### config.mk
export PLATFORM = sky130hd
export DESIGN_NAME = serial_negate_arbiter
export DESIGN_NICKNAME = d
export VERILOG_FILES = /design/src/rtl/serial_negate_pkg.sv /design/src/rtl/serial_negate_cell.sv /design/src/rtl/serial_negate_arbiter.sv
export SDC_FILE = /design/constraint.sdc
export NUM_CORES = 1
export LEC_CHECK = 0
export CAP_MARGIN = 20
export CORE_UTILIZATION = 39
export DETAILED_ROUTE_END_ITERATION = 8
export GPL_TIMING_DRIVEN = 0
export PLACE_DENSITY = 0.65
export SYNTH_ARGS = -nofsm -noshare
export SYNTH_HDL_FRONTEND = slang
export SYNTH_SLANG_ARGS = --single-unit
### constraint.sdc
create_clock -name clk -period 3.1 [get_ports clk]
set_input_delay 0.62 -clock clk [delete_from_list [all_inputs] [get_ports clk]]
set_output_delay 0.62 -clock clk [all_outputs]
set_load 0.01 [all_outputs]
### src/rtl/serial_negate_pkg.sv
// serial_negate_pkg: shared FSM state type and overflow-pattern helper for the serial negation arbiter
package serial_negate_pkg;
  typedef enum logic [1:0] {IDLE = 2'd0, SHIFT = 2'd1, DONE = 2'd2} state_t;
  function automatic logic [63:0] min_neg(input int width);
    return 64'd1 << (width - 1);
  endfunction
endpackage

### src/rtl/serial_negate_cell.sv
// serial_negate_cell: 1-bit Mealy two's-complement cell (ports: clk, reset, clear, en, in_bit -> out_bit)
module serial_negate_cell (
  input  logic clk,
  input  logic reset,
  input  logic clear,
  input  logic en,
  input  logic in_bit,
  output logic out_bit
);
  logic seen_one_q, seen_one_d;
  // Bits pass unchanged up to and including the first 1; every later bit is inverted.
  always_comb begin
    seen_one_d = clear ? 1'b0 : (en ? (seen_one_q | in_bit) : seen_one_q);
    out_bit = seen_one_q ? ~in_bit : in_bit;
  end
  always_ff @(posedge clk) seen_one_q <= reset ? 1'b0 : seen_one_d;
endmodule

### src/rtl/serial_negate_arbiter.sv
// serial_negate_arbiter: round-robin shares one bit-serial negation cell among NUM_REQ requesters
//   in : clk, reset, req_valid[NUM_REQ], req_data[NUM_REQ*WIDTH], resp_ready
//   out: req_ready[NUM_REQ] (one-hot, IDLE only), resp_valid, resp_data, resp_id, resp_ovf, busy
module serial_negate_arbiter
  import serial_negate_pkg::*;
#(
  parameter  int WIDTH   = 8,
  parameter  int NUM_REQ = 2,
  localparam int ID_W    = NUM_REQ > 1 ? $clog2(NUM_REQ) : 1
) (
  input  logic                     clk,
  input  logic                     reset,
  input  logic [NUM_REQ-1:0]       req_valid,
  input  logic [NUM_REQ*WIDTH-1:0] req_data,
  output logic [NUM_REQ-1:0]       req_ready,
  output logic                     resp_valid,
  output logic [WIDTH-1:0]         resp_data,
  output logic [ID_W-1:0]          resp_id,
  output logic                     resp_ovf,
  input  logic                     resp_ready,
  output logic                     busy
);
  localparam int CNT_W = $clog2(WIDTH);
  localparam logic [63:0] MIN_NEG_W = min_neg(WIDTH);
  localparam logic [WIDTH-1:0] MIN_NEG = MIN_NEG_W[WIDTH-1:0];
  // Returns {found, index}; scanning from farthest to nearest lets the nearest valid requester win.
  function automatic logic [ID_W:0] rr_pick(input logic [NUM_REQ-1:0] valid, input logic [ID_W-1:0] ptr);
    logic [ID_W:0] pick;
    int idx;
    pick = '0;
    for (int k = NUM_REQ - 1; k >= 0; k--) begin
      idx = (int'(ptr) + k) % NUM_REQ;
      if (valid[idx]) pick = {1'b1, ID_W'(idx)};
    end
    return pick;
  endfunction
  state_t state_q, state_d;
  logic [ID_W-1:0] rr_ptr_q, rr_ptr_d, resp_id_q, resp_id_d, grant;
  logic [WIDTH-1:0] shift_q, shift_d, collect_q, collect_d, resp_data_q, resp_data_d, operand;
  logic [CNT_W-1:0] bit_cnt_q, bit_cnt_d;
  logic resp_ovf_q, resp_ovf_d;
  logic [ID_W:0] pick;
  logic grant_valid, accept, shifting, last_bit, cell_out;
  serial_negate_cell u_cell (
    .clk    (clk),
    .reset  (reset),
    .clear  (accept),
    .en     (shifting),
    .in_bit (shift_q[0]),
    .out_bit(cell_out)
  );
  always_ff @(posedge clk) begin
    if (reset) begin
      state_q     <= IDLE;
      rr_ptr_q    <= '0;
      shift_q     <= '0;
      collect_q   <= '0;
      resp_data_q <= '0;
      resp_id_q   <= '0;
      resp_ovf_q  <= 1'b0;
      bit_cnt_q   <= '0;
    end else begin
      state_q     <= state_d;
      rr_ptr_q    <= rr_ptr_d;
      shift_q     <= shift_d;
      collect_q   <= collect_d;
      resp_data_q <= resp_data_d;
      resp_id_q   <= resp_id_d;
      resp_ovf_q  <= resp_ovf_d;
      bit_cnt_q   <= bit_cnt_d;
    end
  end
  always_comb begin
    pick        = rr_pick(req_valid, rr_ptr_q);
    grant_valid = pick[ID_W];
    grant       = pick[ID_W-1:0];
    operand     = req_data[int'(grant)*WIDTH +: WIDTH];
    accept      = state_q == IDLE && grant_valid;
    shifting    = state_q == SHIFT;
    last_bit    = bit_cnt_q == CNT_W'(WIDTH - 1);
    state_d     = accept ? SHIFT
                : (shifting && last_bit) ? DONE
                : (state_q == DONE && resp_ready) ? IDLE
                : state_q;
    rr_ptr_d    = accept ? ID_W'((int'(grant) + 1) % NUM_REQ) : rr_ptr_q;
    shift_d     = accept ? operand : (shifting ? shift_q >> 1 : shift_q);
    // Result bits enter at the MSB and drift down, so after WIDTH shifts bit k lands at position k.
    collect_d   = shifting ? {cell_out, collect_q[WIDTH-1:1]} : collect_q;
    // The visible result only updates on the final shift so it stays stable outside DONE.
    resp_data_d = (shifting && last_bit) ? collect_d : resp_data_q;
    resp_id_d   = accept ? grant : resp_id_q;
    resp_ovf_d  = accept ? (operand == MIN_NEG) : resp_ovf_q;
    bit_cnt_d   = accept ? '0 : (shifting ? bit_cnt_q + 1'b1 : bit_cnt_q);
  end
  always_comb begin
    req_ready  = accept ? NUM_REQ'(1) << grant : '0;
    resp_valid = state_q == DONE;
    resp_data  = resp_data_q;
    resp_id    = resp_id_q;
    resp_ovf   = resp_ovf_q;
    busy       = state_q != IDLE;
  end
endmodule

==> results of run 1 <==
-- critical path: stages --
cell and delay, ps:
clkdlybuf4s50_1 530, nor2_1 100, nor2_4 120, buf_4 200, and2_1 140, clkdlybuf4s50_1 530
-- state kept, by name, indices dropped and copies added (netlist names) --
| signal | flops |
|---|---|
| bit_cnt_q | 3 |
| resp_data | 8 |
| rr_ptr_q | 1 |
| shift_q | 8 |
| collect_q | 7 |
| u_cell.seen_one_q | 1 |
| state_q | 2 |
| resp_ovf | 1 |
| resp_id | 1 |
-- metrics by stage --
step / power, mW / hold WS, ps
floorplan: 0.551 / 437
CTS: 1.01 / 456
finish: 0.997 / 454
global route: 1.04 / 483
global placement: 0.610 / 443
detailed placement: 0.613 / 447
-- final cells by class --
cell class,instances,area [um2],area share [%]
buffer,13,70.1,3.53
clock buffer,6,72.6,3.65
clock inverter,2,35.0,1.76
inverter,2,7.51,0.378
multi-input combinational,126,771,38.8
sequential,32,641,32.2
tap,48,60.1,3.02
timing repair buffer,33,330,16.6
-- kinds of logic (layout without fill, tap and decap cells) --
group,after synthesis,after routing
compound gates,45,45
buf+inv,15,56
mux,3,3
fa+ha+maj,3,3
simple gates,74,74
flops,32,32
xor+xnor,1,1
-- worst paths after layout --
path,startpoint,to
max,req_valid[1],req_ready[0]
min,resp_data[4],resp_data[4]
max reg2reg,bit_cnt_q[0],state_q[0]
min reg2reg,resp_data[4],resp_data[4]
-- metal layers --
| layer | vias to the layer above | global-route usage (%) |
|---|---|---|
| li1 | 686 | - |
| met1 | 616 | 19.8 |
| met2 | 42 | 37.0 |
| met3 | 6 | 5.71 |
| met4 | 0 | 8.52 |
| met5 | - | 0 |
-- cell usage in the layout, fill, tap and decap left out, drive strengths merged, types with 4 or more instances in the layout --
master / count
dfxtp: 32
nand3: 12
clkdlybuf4s50: 33
a211oi: 4
a21boi: 4
buf: 7
nor3: 4
clkbuf: 12
o21ai: 5
nor4: 4
and3: 4
a21oi: 21
a311oi: 4
nor2: 8
nand2: 31
and2: 4
-- synthesized netlist by cell type, drive strengths merged, types with 4 or more instances --
cell type / n / area, um2
dfxtp: 32 / 641
nor4: 4 / 25.0
and2: 4 / 25.0
and3: 4 / 25.0
clkbuf: 6 / 22.5
nand3: 12 / 60.1
nor3: 4 / 20.0
a211oi: 4 / 50.1
a311oi: 4 / 60.1
buf: 7 / 47.5
a21boi: 4 / 30.0
a21oi: 21 / 105
nor2: 8 / 37.5
nand2: 31 / 119
o21ai: 5 / 25.0
-- power groups by stage --
stage | clock, mW | combinational (mW) | sequential (mW)
after global placement | 0 | 0.162 | 0.448
final | 0.392 | 0.165 | 0.440
after global routing | 0.420 | 0.179 | 0.442
after CTS | 0.400 | 0.166 | 0.440
after floorplan | 0 | 0.104 | 0.447
after detailed placement | 0 | 0.165 | 0.449
==> impl_metrics.tcl, run 1 <==
set metrics [dict create \
    status "complete, no violations" \
    hold_viol_final 0 \
    ant_nets 0 \
    diodes 0 \
    route.vias.total 1350 \
    relSlewSlack_pct 59.6 \
    rsz0062_at_grt "false" \
    grt_pass1_wl_mm 6.14 \
    drt-met1-wl_mm 1.55 \
    pwr_density_cell_nw_per_um2 502 \
    ff2ff_setup_slack_ps 1440 \
    dp.cells 254 \
    drt-initial-drc-count 82 \
    synth_enable_flop_cells 0 \
    worstMarginPinSlew_ps 606 \
    power_leakage_nw 0.695 \
    cap_violations 0 \
    ys_ff_latch 32 \
    crit_path_start_kind "input pin" \
    met2_length_mm 1.77 \
    syn_area_um2 1490 \
    syn_inst 173 \
    endpoint_kind "primary output" \
    syn_area_per_cell_um2 8.61 \
    worst_hold_path_type "reg2reg" \
    drive_above_1_share_pct 12.6 \
    worst_ep_arrival_time_ps 2240 \
    grt_pass1_vias 1425 \
    synthXorXnorAreaFrac_pct 0.588 \
    antenna_found_initial 0 \
    hpwl_mm 2.63 \
    hold_depth 2 \
    synth_top_family_by_area "simple AND/OR/NAND/NOR gates" \
    postCtsSetupRepairBufs 0 \
    ys_warn_count 0 \
    setup_viol 0 \
    fin_area_um2 1990 \
    drc 0 \
    clkSlewWorstSetupHoldPaths_ps 70 \
    fmax_mhz 349 \
    htree_levels 2 \
    gr-total-overflow 0 \
    drt-total-wl_mm 3.54 \
    swShare_pct 25.1 \
    n_fill_cell 361 \
    core_area_um2 3660 \
    ff2ff_path_depth 6 \
    intPower_uw 747 \
    finalSetupTns_ps 0 \
    critPathKind "in2out" \
    wl_per_cell_um 13.5 \
    synth_compound_area_share_pct 22.4 \
    cts_resized 0 \
    gp_congestion 0.793 \
    p_comb_share_pct 16.5 \
    fp.dieH_um 63.8 \
    cts_tree "done" \
    power_frac_seq_pct 44.1 \
    grt_max_degree 11 \
    finalCritPeriodShare_pct 92.4 \
    syn_to_final_growth_pct 33.4 \
    port_buffers 33 \
    synthMuxAreaShare_pct 2.10 \
    io_pins 35 \
    p_clk_share_pct 39.4 \
    synth.distinct_cells 35 \
    peakVddDrop_uv 237 \
    synthArstFlopShare_pct 0 \
    clock_path_buffers 2 \
    dr.pass1.iters 4 \
    initial_core_util_pct 40.7 \
    viasPerCell 5.15 \
    dp_slack_ps 243 \
    holdBufCountCts 0 \
    grt_use_total_pct 19.7 \
    timing.final.ws_setup_ps 237 \
    wl_met3_um 168 \
    placed_cell_area_um2 1880 \
    clock_sinks 32 \
    postLayoutCoreUtil_pct 54.3 \
    numCtsBuffers 5 \
    final_cell_count_no_fill 262 \
    min_period_ps 2860 \
    routed.top_layer "met4" \
    switchingPower_uw 250 \
    ys_seq_area_share_pct 43.0 \
    fin_skew_ps 3.47 \
    fp-row-count 22 \
    synth_ff_type "dfxtp_1" \
    slew_violations 0 \
    clk_latency_ps 280 \
    syn_nets 197 \
    path_max_fanout 10 \
    root_buffer "clkbuf_8" \
    cp.required_ps 2480 \
    die_w_um 63.8 \
    nets 237 \
    synth-simple-area-share_pct 24.1 \
    synth_fa_ha_area_share_pct 2.52 \
    die-area_um2 4070 \
]
Note: power is estimated with default switching activity, not from simulation.
==> inputs of run 2 (changes only) <==
--- a/config.mk
+++ b/config.mk
@@ -9,7 +9,9 @@
 export CORE_UTILIZATION = 39
 export DETAILED_ROUTE_END_ITERATION = 8
 export GPL_TIMING_DRIVEN = 0
+export MAX_ROUTING_LAYER = met4
 export PLACE_DENSITY = 0.65
+export SETUP_SLACK_MARGIN = 0.3
 export SYNTH_ARGS = -nofsm -noshare
 export SYNTH_HDL_FRONTEND = slang
 export SYNTH_SLANG_ARGS = --single-unit
==> run 2 against run 1 <==
Effect of this change:
- combinational power barely moved
- critical path depth fell by 1
- first-iteration DRC count rose by 3.7%
- clock-buffer cell count did not move
- critical endpoint is now req_ready[1]
- total power rose by 0.29%
- sequential cell count did not move
- largest power group unchanged
- setup slack improved by 180 ps
- largest cell class unchanged
- wire length rose by 1.1%
==> impl_metrics.tcl, run 2 (synthesis results as in run 1) <==
set metrics [dict create \
    slew_violations 0 \
    clock_path_buffers 2 \
    path_max_fanout 7 \
    hold_depth 2 \
    fin_skew_ps 2.38 \
    setup_viol 0 \
    port_buffers 33 \
    worst_ep_arrival_time_ps 2060 \
    hpwl_mm 2.63 \
    final_cell_mix "dfxtp_1 (32), clkdlybuf4s50_1 (32), nand2_1 (29), a21oi_1 (21), nand3_1 (12)" \
    drive_above_1_share_pct 13.6 \
    die-area_um2 4070 \
    path_delay_family "buffers and inverters" \
    crit_path_cell_trace "clkdlybuf4s50_1 > nand2b_1 > nand2_2 > nor2_2 > clkdlybuf4s50_1" \
    finalSetupTns_ps 0 \
    drt-initial-drc-count 85 \
    finalCritPeriodShare_pct 86.6 \
    grt_pass1_vias 1423 \
    placed_cell_area_um2 1880 \
    endpoint_kind "primary output" \
    numCtsBuffers 5 \
    wl_per_cell_um 13.7 \
    min_period_ps 2680 \
    ant_nets 0 \
    io_pins 35 \
    cts_resized 3 \
    gr-total-overflow 0 \
    syn_to_final_growth_pct 33.9 \
    drt-total-wl_mm 3.58 \
    holdBufCountCts 0 \
    crit_path_start_kind "input pin" \
    grt_max_degree 11 \
    diodes 0 \
    cap_violations 0 \
    worst_hold_path_type "reg2reg" \
    cp.buffers_inverters 2 \
    root_buffer "clkbuf_8" \
    fp.dieH_um 63.8 \
    clkSlewWorstSetupHoldPaths_ps 70 \
    die_w_um 63.8 \
    ff2ff_path_depth 6 \
    cp.required_ps 2480 \
    status "complete, no violations" \
    critPathKind "in2out" \
    dr.pass1.iters 4 \
    core_area_um2 3660 \
    gp_congestion 0.804 \
    n_fill_cell 360 \
    clk_latency_ps 290 \
    drc 0 \
    fmax_mhz 373 \
    cp_common_cell "clkdlybuf4s50_1" \
    route.vias.total 1352 \
    hold_viol_final 0 \
    critPathMaxStageDelay_ps 560 \
    crit_path_top_delay_cell "clkdlybuf4s50_1" \
    grt_use_total_pct 20.3 \
    initial_core_util_pct 40.7 \
    htree_levels 2 \
    fin_area_um2 1990 \
    fp-row-count 22 \
    power_leakage_nw 0.699 \
    postCtsSetupRepairBufs 0 \
    pwr_density_cell_nw_per_um2 501 \
    peakVddDrop_uv 240 \
    worstMarginPinSlew_ps 597 \
    viasPerCell 5.16 \
    rsz0062_at_grt "false" \
    clock_sinks 32 \
    cp.depth 5 \
    relSlewSlack_pct 60.2 \
    grt_pass1_wl_mm 6.15 \
    nets 237 \
    cts_tree "done" \
    antenna_found_initial 0 \
]
-- run 2: worst paths after layout --
kind	start	end	slack [ps]
worst max-delay path	req_valid[0]	req_ready[1]	420
worst min-delay path	resp_data[4]	resp_data[4]	450
worst max register to register	bit_cnt_q[0]	state_q[0]	1440
worst min register to register	resp_data[4]	resp_data[4]	450
-- run 2: where the power goes --
group / internal, mW / total (mW) / switching [mW]
clock: 0.238 / 0.394 / 0.155
sequential: 0.429 / 0.440 / 0.0107
combinational: 0.0792 / 0.166 / 0.0870
-- run 2: through the flow --
stage	utilization, %	power, mW	instances	setup slack (ps)	hold WS (ps)
after detailed placement	51.3	0.613	254	243	447
after global placement	51.3	0.610	254	240	443
after global routing	54.5	1.04	262	363	483
final	54.5	1.00	262	416	454
after floorplan	-	0.551	173	1280	437
after CTS	54.4	1.01	262	353	456
-- run 2: layer usage --
| layer | track usage, % | vias up | part of all wire [%] |
|---|---|---|---|
| met3 | 5.54 | 6 | 4.0 |
| met4 | 8.52 | 0 | 1.5 |
| met1 | 20.0 | 621 | 45 |
| met2 | 37.0 | 41 | 50 |
| met5 | - | - | 0 |
| li1 | - | 684 | - |
-- run 2: worst register-to-register path: stages (launching register included) --
cell	delay, ps
dfxtp_1	370
ha_1	170
ha_1	130
clkbuf_1	380
nand2_2	240
a21oi_1	200
nor2_1	50
-- run 2: cell type report --
class | instances | area (um2) | share of cell area [%]
Buffer | 13 | 73.8 | 3.70
Clock buffer | 6 | 72.6 | 3.64
Clock inverter | 2 | 35.0 | 1.76
Inverter | 2 | 7.51 | 0.376
Multi-Input combinational cell | 126 | 776 | 38.9
Sequential cell | 32 | 641 | 32.1
Tap cell | 48 | 60.1 | 3.01
Timing Repair Buffer | 33 | 329 | 16.5
